<file path="src/rtl/dino_jump_ctrl.sv">
// -----------------------------------------------------------------------------
// dino_jump_ctrl
//
// Vertical motion controller for the dinosaur sprite. Converts a jump button
// press into a frame-synchronous ballistic trajectory with integer gravity,
// freezes the sprite on collision and returns it to the ground on restart.
// A built-in divider produces the per-frame motion tick.
//
// Ports:
//   clk         system clock
//   rst_n       asynchronous active-low reset
//   jump        raw jump button (asynchronous level, synchronized here)
//   isover      collision flag from the collision checker
//   restart     game restart (synchronous level)
//   dinosaur_y  current sprite y (screen y grows downward)
//   airborne    high while rising or falling
//   state       0=GROUND, 1=RISE, 2=FALL, 3=DEAD
//   frame_tick  one-cycle pulse per frame
// -----------------------------------------------------------------------------
module dino_jump_ctrl #(
   parameter int GROUND_Y = 475,
   parameter int Y_MIN    = 300,
   parameter int JUMP_V0  = 12,
   parameter int GRAVITY  = 1,
   parameter int TICK_DIV = 833333
) (
   input  logic       clk,
   input  logic       rst_n,
   input  logic       jump,
   input  logic       isover,
   input  logic       restart,
   output logic [9:0] dinosaur_y,
   output logic       airborne,
   output logic [1:0] state,
   output logic       frame_tick
);

   localparam logic [1:0] S_GROUND = 2'd0;
   localparam logic [1:0] S_RISE   = 2'd1;
   localparam logic [1:0] S_FALL   = 2'd2;
   localparam logic [1:0] S_DEAD   = 2'd3;

   localparam int CNT_W = (TICK_DIV > 1) ? $clog2(TICK_DIV) : 1;
   localparam logic [CNT_W-1:0]   TICK_LAST = CNT_W'(TICK_DIV - 1);
   localparam logic [9:0]         GROUND_Y_W = 10'(GROUND_Y);
   localparam logic [9:0]         Y_MIN_W    = 10'(Y_MIN);
   localparam logic signed [10:0] Y_MIN_S    = 11'(Y_MIN);
   localparam logic [10:0]        GROUND_S   = 11'(GROUND_Y);
   localparam logic [7:0]         V0_W       = 8'(JUMP_V0);
   localparam logic [7:0]         GRAV_W     = 8'(GRAVITY);

   logic [CNT_W-1:0] tick_cnt;
   logic             jump_p0, jump_p1, jump_p2;
   logic             jump_edge;
   logic             pending;
   logic [7:0]       vel;

   logic signed [10:0] rise_diff;
   logic [8:0]         vel_fall;
   logic [10:0]        fall_sum;

   // Ceiling clamp: the rising position may never go above Y_MIN on screen.
   function automatic logic [9:0] clamp_ceiling(input logic signed [10:0] diff);
      if (diff < Y_MIN_S)
         return Y_MIN_W;
      else
         return diff[9:0];
   endfunction

   assign airborne = (state == S_RISE) || (state == S_FALL);

   // Sums are widened to 11 bits so nothing wraps before the compare/clamp.
   assign rise_diff = $signed({1'b0, dinosaur_y}) - $signed({3'b000, vel});
   assign vel_fall  = {1'b0, vel} + {1'b0, GRAV_W};
   assign fall_sum  = {1'b0, dinosaur_y} + {2'b00, vel_fall};

   // ---- stage: frame tick divider (free-running, never cleared by restart)
   always_ff @(posedge clk or negedge rst_n) begin
      if (!rst_n) begin
         tick_cnt   <= '0;
         frame_tick <= 1'b0;
      end else begin
         frame_tick <= (tick_cnt == TICK_LAST);
         if (tick_cnt == TICK_LAST)
            tick_cnt <= '0;
         else
            tick_cnt <= tick_cnt + 1'b1;
      end
   end

   // ---- stage: jump synchronizer and rising-edge detect
   always_ff @(posedge clk or negedge rst_n) begin
      if (!rst_n) begin
         jump_p0 <= 1'b0;
         jump_p1 <= 1'b0;
         jump_p2 <= 1'b0;
      end else begin
         jump_p0 <= jump;
         jump_p1 <= jump_p0;
         jump_p2 <= jump_p1;
      end
   end

   // A held button gives a single edge, hence a single jump.
   assign jump_edge = jump_p1 & ~jump_p2;

   // ---- stage: motion state machine
   always_ff @(posedge clk or negedge rst_n) begin
      if (!rst_n) begin
         state      <= S_GROUND;
         dinosaur_y <= GROUND_Y_W;
         vel        <= 8'd0;
         pending    <= 1'b0;
      end else if (restart) begin
         state      <= S_GROUND;
         dinosaur_y <= GROUND_Y_W;
         vel        <= 8'd0;
         pending    <= 1'b0;
      end else begin
         case (state)
            S_GROUND: begin
               if (isover) begin
                  state   <= S_DEAD;
                  pending <= 1'b0;
               end else if (frame_tick && pending) begin
                  // Take-off tick: only velocity is loaded, y moves next tick.
                  vel     <= V0_W;
                  pending <= 1'b0;
                  state   <= S_RISE;
               end else if (jump_edge) begin
                  // An edge coinciding with a tick waits for the following tick.
                  pending <= 1'b1;
               end
            end
            S_RISE: begin
               if (isover) begin
                  state   <= S_DEAD;
                  pending <= 1'b0;
               end else if (frame_tick) begin
                  dinosaur_y <= clamp_ceiling(rise_diff);
                  if (vel <= GRAV_W) begin
                     vel   <= 8'd0;
                     state <= S_FALL;
                  end else begin
                     vel <= vel - GRAV_W;
                  end
               end
            end
            S_FALL: begin
               if (isover) begin
                  state   <= S_DEAD;
                  pending <= 1'b0;
               end else if (frame_tick) begin
                  if (fall_sum >= GROUND_S) begin
                     dinosaur_y <= GROUND_Y_W;
                     vel        <= 8'd0;
                     state      <= S_GROUND;
                  end else begin
                     dinosaur_y <= fall_sum[9:0];
                     vel        <= vel_fall[7:0];
                  end
               end
            end
            default: begin
               // DEAD: everything frozen until restart.
               pending <= 1'b0;
            end
         endcase
      end
   end

endmodule
</file>
<file path="config.mk">
export PLATFORM = sky130hd
export DESIGN_NAME = dino_jump_ctrl
export DESIGN_NICKNAME = d
export VERILOG_FILES = /design/src/rtl/dino_jump_ctrl.sv
export SDC_FILE = /design/constraint.sdc
export NUM_CORES = 1
export LEC_CHECK = 0
export CAP_MARGIN = 10
export CELL_PAD_IN_SITES_DETAIL_PLACEMENT = 2
export CELL_PAD_IN_SITES_GLOBAL_PLACEMENT = 2
export CORE_ASPECT_RATIO = 1.1
export CORE_UTILIZATION = 39
export CTS_BUF_LIST = sky130_fd_sc_hd__clkbuf_4 sky130_fd_sc_hd__clkbuf_8
export CTS_CLUSTER_SIZE = 25
export DETAILED_ROUTE_END_ITERATION = 10
export PLACE_DENSITY = 0.91
export SYNTH_ARGS = -nofsm -noshare
export SYNTH_HDL_FRONTEND = slang
export SYNTH_SLANG_ARGS = --single-unit
</file>
<file path="constraint.sdc">
create_clock -name clk -period 3.88 [get_ports clk]
set_input_delay 0.776 -clock clk [delete_from_list [all_inputs] [get_ports clk]]
set_output_delay 0.776 -clock clk [all_outputs]
set_load 0.005 [all_outputs]
</file>
# == Yosys cells after proc, flatten, opt, wreduce, memory -nomap -nowiden ==
# Cells that the tools add are included.
# totals
output_inout_bits,14
reg_bits,45
# op_classes
magnitude_cmp,3
mux,35
n_eq_ne,16
n_reduce_logical,10
bitwise,2
addsub,5
# op_table
op,count
2-to-1 mux 8 bit,9
2-to-1 mux 10 bit,7
case mux 8 bit (3 select lines),1
"adder 20 x 1 -> 20 bit, second input constant",1
"== test 20 bit, second input constant",1
2-to-1 mux 20 bit,1
case mux 10 bit (2 select lines),1
2-to-1 mux 2 bit,9
"inequality test 3 bit, second input constant",6
"inequality test 4 bit, second input constant",3
adder 10 x 9 -> 11 bit,1
">= comparator 11 x 9 -> 1 bit, second input constant",1
"less-than comparator 11 x 10 -> 1 bit, second input constant",1
subtractor 10 x 8 -> 11 bit,1
"adder 8 x 1 -> 9 bit, second input constant",1
"less-or-equal comparator 8 x 1 -> 1 bit, second input constant",1
"inequality test 4 x 3 -> 1 bit, second input constant",2
"subtractor 8 x 1 -> 8 bit, second input constant",1
AND reduction 7 bit,1
case mux 2 bit (3 select lines),1
AND reduction 6 bit,1
2-to-1 mux 1 bit,5
"inequality test 5 bit, second input constant",1
AND reduction 5 bit,1
other kinds (13),13

# == Logic depth before layout (Yosys ltp) ==
# depth
word_depth,8
mapped_depth,14

# == Least setup slack after synthesis ==
# No wires, ideal clock.
# synth_path
path_kind,flip-flop to flip-flop
start,reg vel[0]
end,reg vel[2]
n_path_buf,2
setup_slack_ps,629
setup_time_ps,87
arrival_time_ps,3164
path_stages_with_launch,14
path_cell_list,dfrtp_1 > clkbuf_1 > inv_1 > ha_1 > fa_1 > a211oi_1 > o21ai_1 > a41oi_1 > and4b_1 > mux2i_1 > a41oi_2 > buf_4 > a21oi_1 > a211oi_2
# synth_via
elab_chain_len,8
word_cells_on_any_way,13
classes_between,add/sub (3); order compare (2); mux (8)
# synth_lines
item,line_no,text
from (decl),56,logic [7:0] vel;
from (signal assigned),145,vel <= vel - GRAV_W;
from (signal assigned),160,vel <= vel_fall[7:0];
adder 8 x 1 -> 9 bit,74,"assign vel_fall = {1'b0, vel} + {1'b0, GRAV_W};"
adder 10 x 9 -> 11 bit,75,"assign fall_sum = {1'b0, dinosaur_y} + {2'b00, vel_fall};"
>= comparator 11 x 9 -> 1 bit,154,if (fall_sum >= GROUND_S) begin
2-to-1 mux 8 bit,154,
2-to-1 mux 8 bit,153,end else if (frame_tick) begin
2-to-1 mux 8 bit,150,if (isover) begin
case mux 8 bit (3 select lines) (*),120,case (state)
2-to-1 mux 8 bit (*),114,end else if (restart) begin
# Every way passes the cells marked *; elsewhere a longest branch is shown, timed or not. The select of a mux whose other input is x is not followed.
# A chain may end at the register's enable or synchronous reset.

# == Worst setup path in the final report ==
# layout_path
start,reg vel[0]
end,reg state[0]
# layout_via
elab_chain_len,5
word_cells_on_any_way,7
classes_between,add/sub (2); order compare (2); eq/ne (2); reduce/logical (1)
# layout_lines
item,line_no,text
adder 8 x 1 -> 9 bit,74,
adder 10 x 9 -> 11 bit,75,
>= comparator 11 x 9 -> 1 bit,154,
inequality test 4 x 3 -> 1 bit (no source line),n/a,
AND reduction 6 bit (no source line) (*),n/a,
to (signal assigned),143,state <= S_FALL;
to (signal assigned),151,state <= S_DEAD;
to (signal assigned),157,state <= S_GROUND;
to (decl),34,"output logic [1:0] state,"
# Every way passes the cells marked *; elsewhere a longest branch is shown, timed or not.

==> flow_metrics.env <==
export IMPL_wl_per_cell_um=22.4
export IMPL_diodes=0
export IMPL_final_net_count=428
export IMPL_cts_sinks=45
export IMPL_grt_pass1_vias=3502
export IMPL_synthCells=377
export IMPL_synth_seq_area_share_pct=33.8
export IMPL_reg2reg_depth=13
export IMPL_grt_usage_pct=26.3
export IMPL_endpoint_kind="register"
export IMPL_grt_overflow_total=0
export IMPL_fmax_mhz=270
export IMPL_initial_core_util_pct=40.1
export IMPL_hold_path_class="register to register"
export IMPL_multiInputGateArea_um2=2120
export IMPL_fin_skew_ps=15.7
export IMPL_antenna_found_initial=0
export IMPL_min_period_ps=3700
export IMPL_grt_max_degree=46
export IMPL_seqCellArea_um2=1140
export IMPL_cts_buffer_depth=2
export IMPL_synth_nets=409
export IMPL_ctsHoldBuffers=0
export IMPL_path_clk_slew_ps=100
export IMPL_relSlewSlack_pct=29.6
export IMPL_grt_pass1_wl_mm=18.5
export IMPL_drv_cap=0
export IMPL_cts_max_level=2
export IMPL_die_h_um=99.3
export IMPL_yosysTopAreaCellShare_pct=28.3
export IMPL_maxSlewViolCount=0
export IMPL_syn_area_per_cell_um2=8.90
export IMPL_final_hold_viol_count=0
export IMPL_cp_start_kind="register"
export IMPL_post_route_drc_count=0
export IMPL_vias=3100
export IMPL_dieArea_um2=8980
export IMPL_synth_area_um2=3360
export IMPL_synthTopCellsByCount="nor2_1, dfrtp_1, ha_1"
export IMPL_synth_top_cells_by_area="dfrtp_1, ha_1, xnor2_1, dfstp_2, nor2_1"
export IMPL_cellLeakagePower_nw=1.54
export IMPL_fillers=902
export IMPL_core_area_um2=8360
export IMPL_worst_pin_slew_ps=1050
export IMPL_num_io_pins=19
export IMPL_finalWirelength_mm=11.4
export IMPL_cts_inserted_buffers=5
export IMPL_path_max_fanout=12
export IMPL_path_class="register to register"
export IMPL_synth_edf_count=0
export IMPL_drive_gt1_share_pct=10.6
export IMPL_yosysMostFrequentCell="nor2_1"
export IMPL_rows=35
export IMPL_dp_hpwl_mm=8.38
export IMPL_dp_cells=499
export IMPL_viasPerCell=6.10
export IMPL_area_delta_synth_final_pct=12.1
export IMPL_worstHoldPathCells=0
export IMPL_finalCritPeriodShare_pct=95.5
export IMPL_gp_congestion=0.820
export IMPL_dr_pass1_iters=4
export IMPL_cts_root_buf="clkbuf_8"
export IMPL_insertion_delay_ps=320
export IMPL_status="completed"
export IMPL_ir_drop_mv=0.280
export IMPL_arrival_ps=3910
export IMPL_netlist_cell_type_count=65
export IMPL_drt_iter0_drc=123
export IMPL_die_width_um=90.5
export IMPL_utilization_pct=45.0
export IMPL_setup_viol=0
export IMPL_port_buffers=18
export IMPL_synth_seq_cells=45
export IMPL_final_antenna_net_count=0
export IMPL_ys_flop_type="dfrtp_1"
export IMPL_synth_top_cell_by_area="dfrtp_1"
export IMPL_yosys_warnings=0
export IMPL_cts_tree="done"
export IMPL_crit_required_ps=4090
export IMPL_async_reset_ff_share_pct=100
export IMPL_fin_cells=508
export IMPL_p_per_area_nw_per_um2=277
==> cell usage in the layout, fill, tap and decap left out, types with 3 or more instances in the layout <==
cell type	count
a211oi_1	3
a21oi_1	13
a31oi_1	3
and3_1	3
buf_4	4
clkbuf_8	5
clkdlybuf4s50_1	17
dfrtp_1	36
dfstp_2	7
ha_1	25
inv_1	20
nand2_1	19
nand3_1	23
nand4_1	7
nor2_1	42
nor2b_1	8
nor3_1	12
nor4_1	4
o2111ai_1	4
o211ai_1	7
o21a_1	4
o21ai_0	22
o31ai_1	3
or2_2	5
or3_1	6
or4_1	3
xnor2_1	22
xor2_1	13
==> what timing repair did <==
action	CTS	global route
setup buffers	0	1
endpoints found under the setup margin	0	12
hold endpoints to repair	0	0
gates resized for setup	0	4
==> registers in the layout, indices dropped and copies added (netlist names) <==
register	flops
tick_cnt	20
jump_p1	1
vel	8
jump_p2	1
dinosaur_y	10
jump_p0	1
frame_tick	1
state	2
pending	1
==> routing by layer <==
layer / share of wire (%) / vias to the layer above / global-route usage (%)
met1: 42 / 1601 / 30.3
met2: 54 / 57 / 49.5
li1: - / 1417 / -
met5: 0 / - / 0
met4: 2.2 / 0 / 10.2
met3: 2.1 / 25 / 3.21
==> power by group <==
group	leakage (nW)	internal [mW]	switching, mW
Sequential	0.577	0.480	0.0122
Combinational	0.922	0.0936	0.136
Clock	0.0445	0.128	0.190
Total	1.54	0.702	0.338
==> cell families (layout without fill, tap and decap cells) <==
| kind of cell | after synthesis | after routing | share of synthesized area, % |
|---|---|---|---|
| AND/OR/NAND/NOR | 149 | 149 | 23.1 |
| AO/OA/AOI/OAI | 89 | 89 | 19.4 |
| flip-flops | 45 | 45 | 33.8 |
| XOR/XNOR | 36 | 36 | 9.39 |
| buffers and inverters | 30 | 50 | 3.50 |
| adder cells (fa/ha/maj) | 27 | 27 | 10.5 |
| multiplexers | 1 | 1 | 0.298 |
==> final timing paths <==
kind                                         start  slack (ps)                         to
min in group asynchronous                    rst_n         640  dinosaur_y[2]$_DFFE_PN0P_
worst min register to register   jump_p0$_DFF_PN0_         360          jump_p1$_DFF_PN0_
worst min-delay path             jump_p0$_DFF_PN0_         360          jump_p1$_DFF_PN0_
worst max register to register  vel[0]$_DFFE_PN0P_         180       state[0]$_DFFE_PN0P_
max in group asynchronous                    rst_n        2520         vel[0]$_DFFE_PN0P_
worst max-delay path            vel[0]$_DFFE_PN0P_         180       state[0]$_DFFE_PN0P_
==> metrics by stage <==
step	setup WS [ps]	hold slack [ps]	area (um2)	TNS, ps	power [mW]
after detailed placement	176	339	3650	0	0.716
after CTS	22.3	361	3740	0	1.04
after global placement	419	337	3650	0	0.703
final	176	358	3760	0	1.04
after floorplan	629	331	3360	0	0.621
after global routing	-57.6	373	3760	-115	1.08
==> critical path, stage by stage (launching register included) <==
cell     delay [ps]
dfrtp_2         440
buf_4           170
nand3_1         170
nor2_1          260
xnor2_1         250
ha_1            370
or2_2           340
a41oi_1         320
and4b_1         260
mux2i_2         120
a41oi_2         300
buf_4           260
o21ai_0         110
a31o_2          210
==> layout make-up <==
cell class	count	area share (%)
Clock buffer	5	1.83
Clock inverter	3	0.565
Inverter	20	2.00
Multi-Input combinational cell	302	56.2
Sequential cell	45	30.2
Tap cell	111	3.69
Timing Repair Buffer	22	5.45
Note: power is estimated with default switching activity, not from simulation.
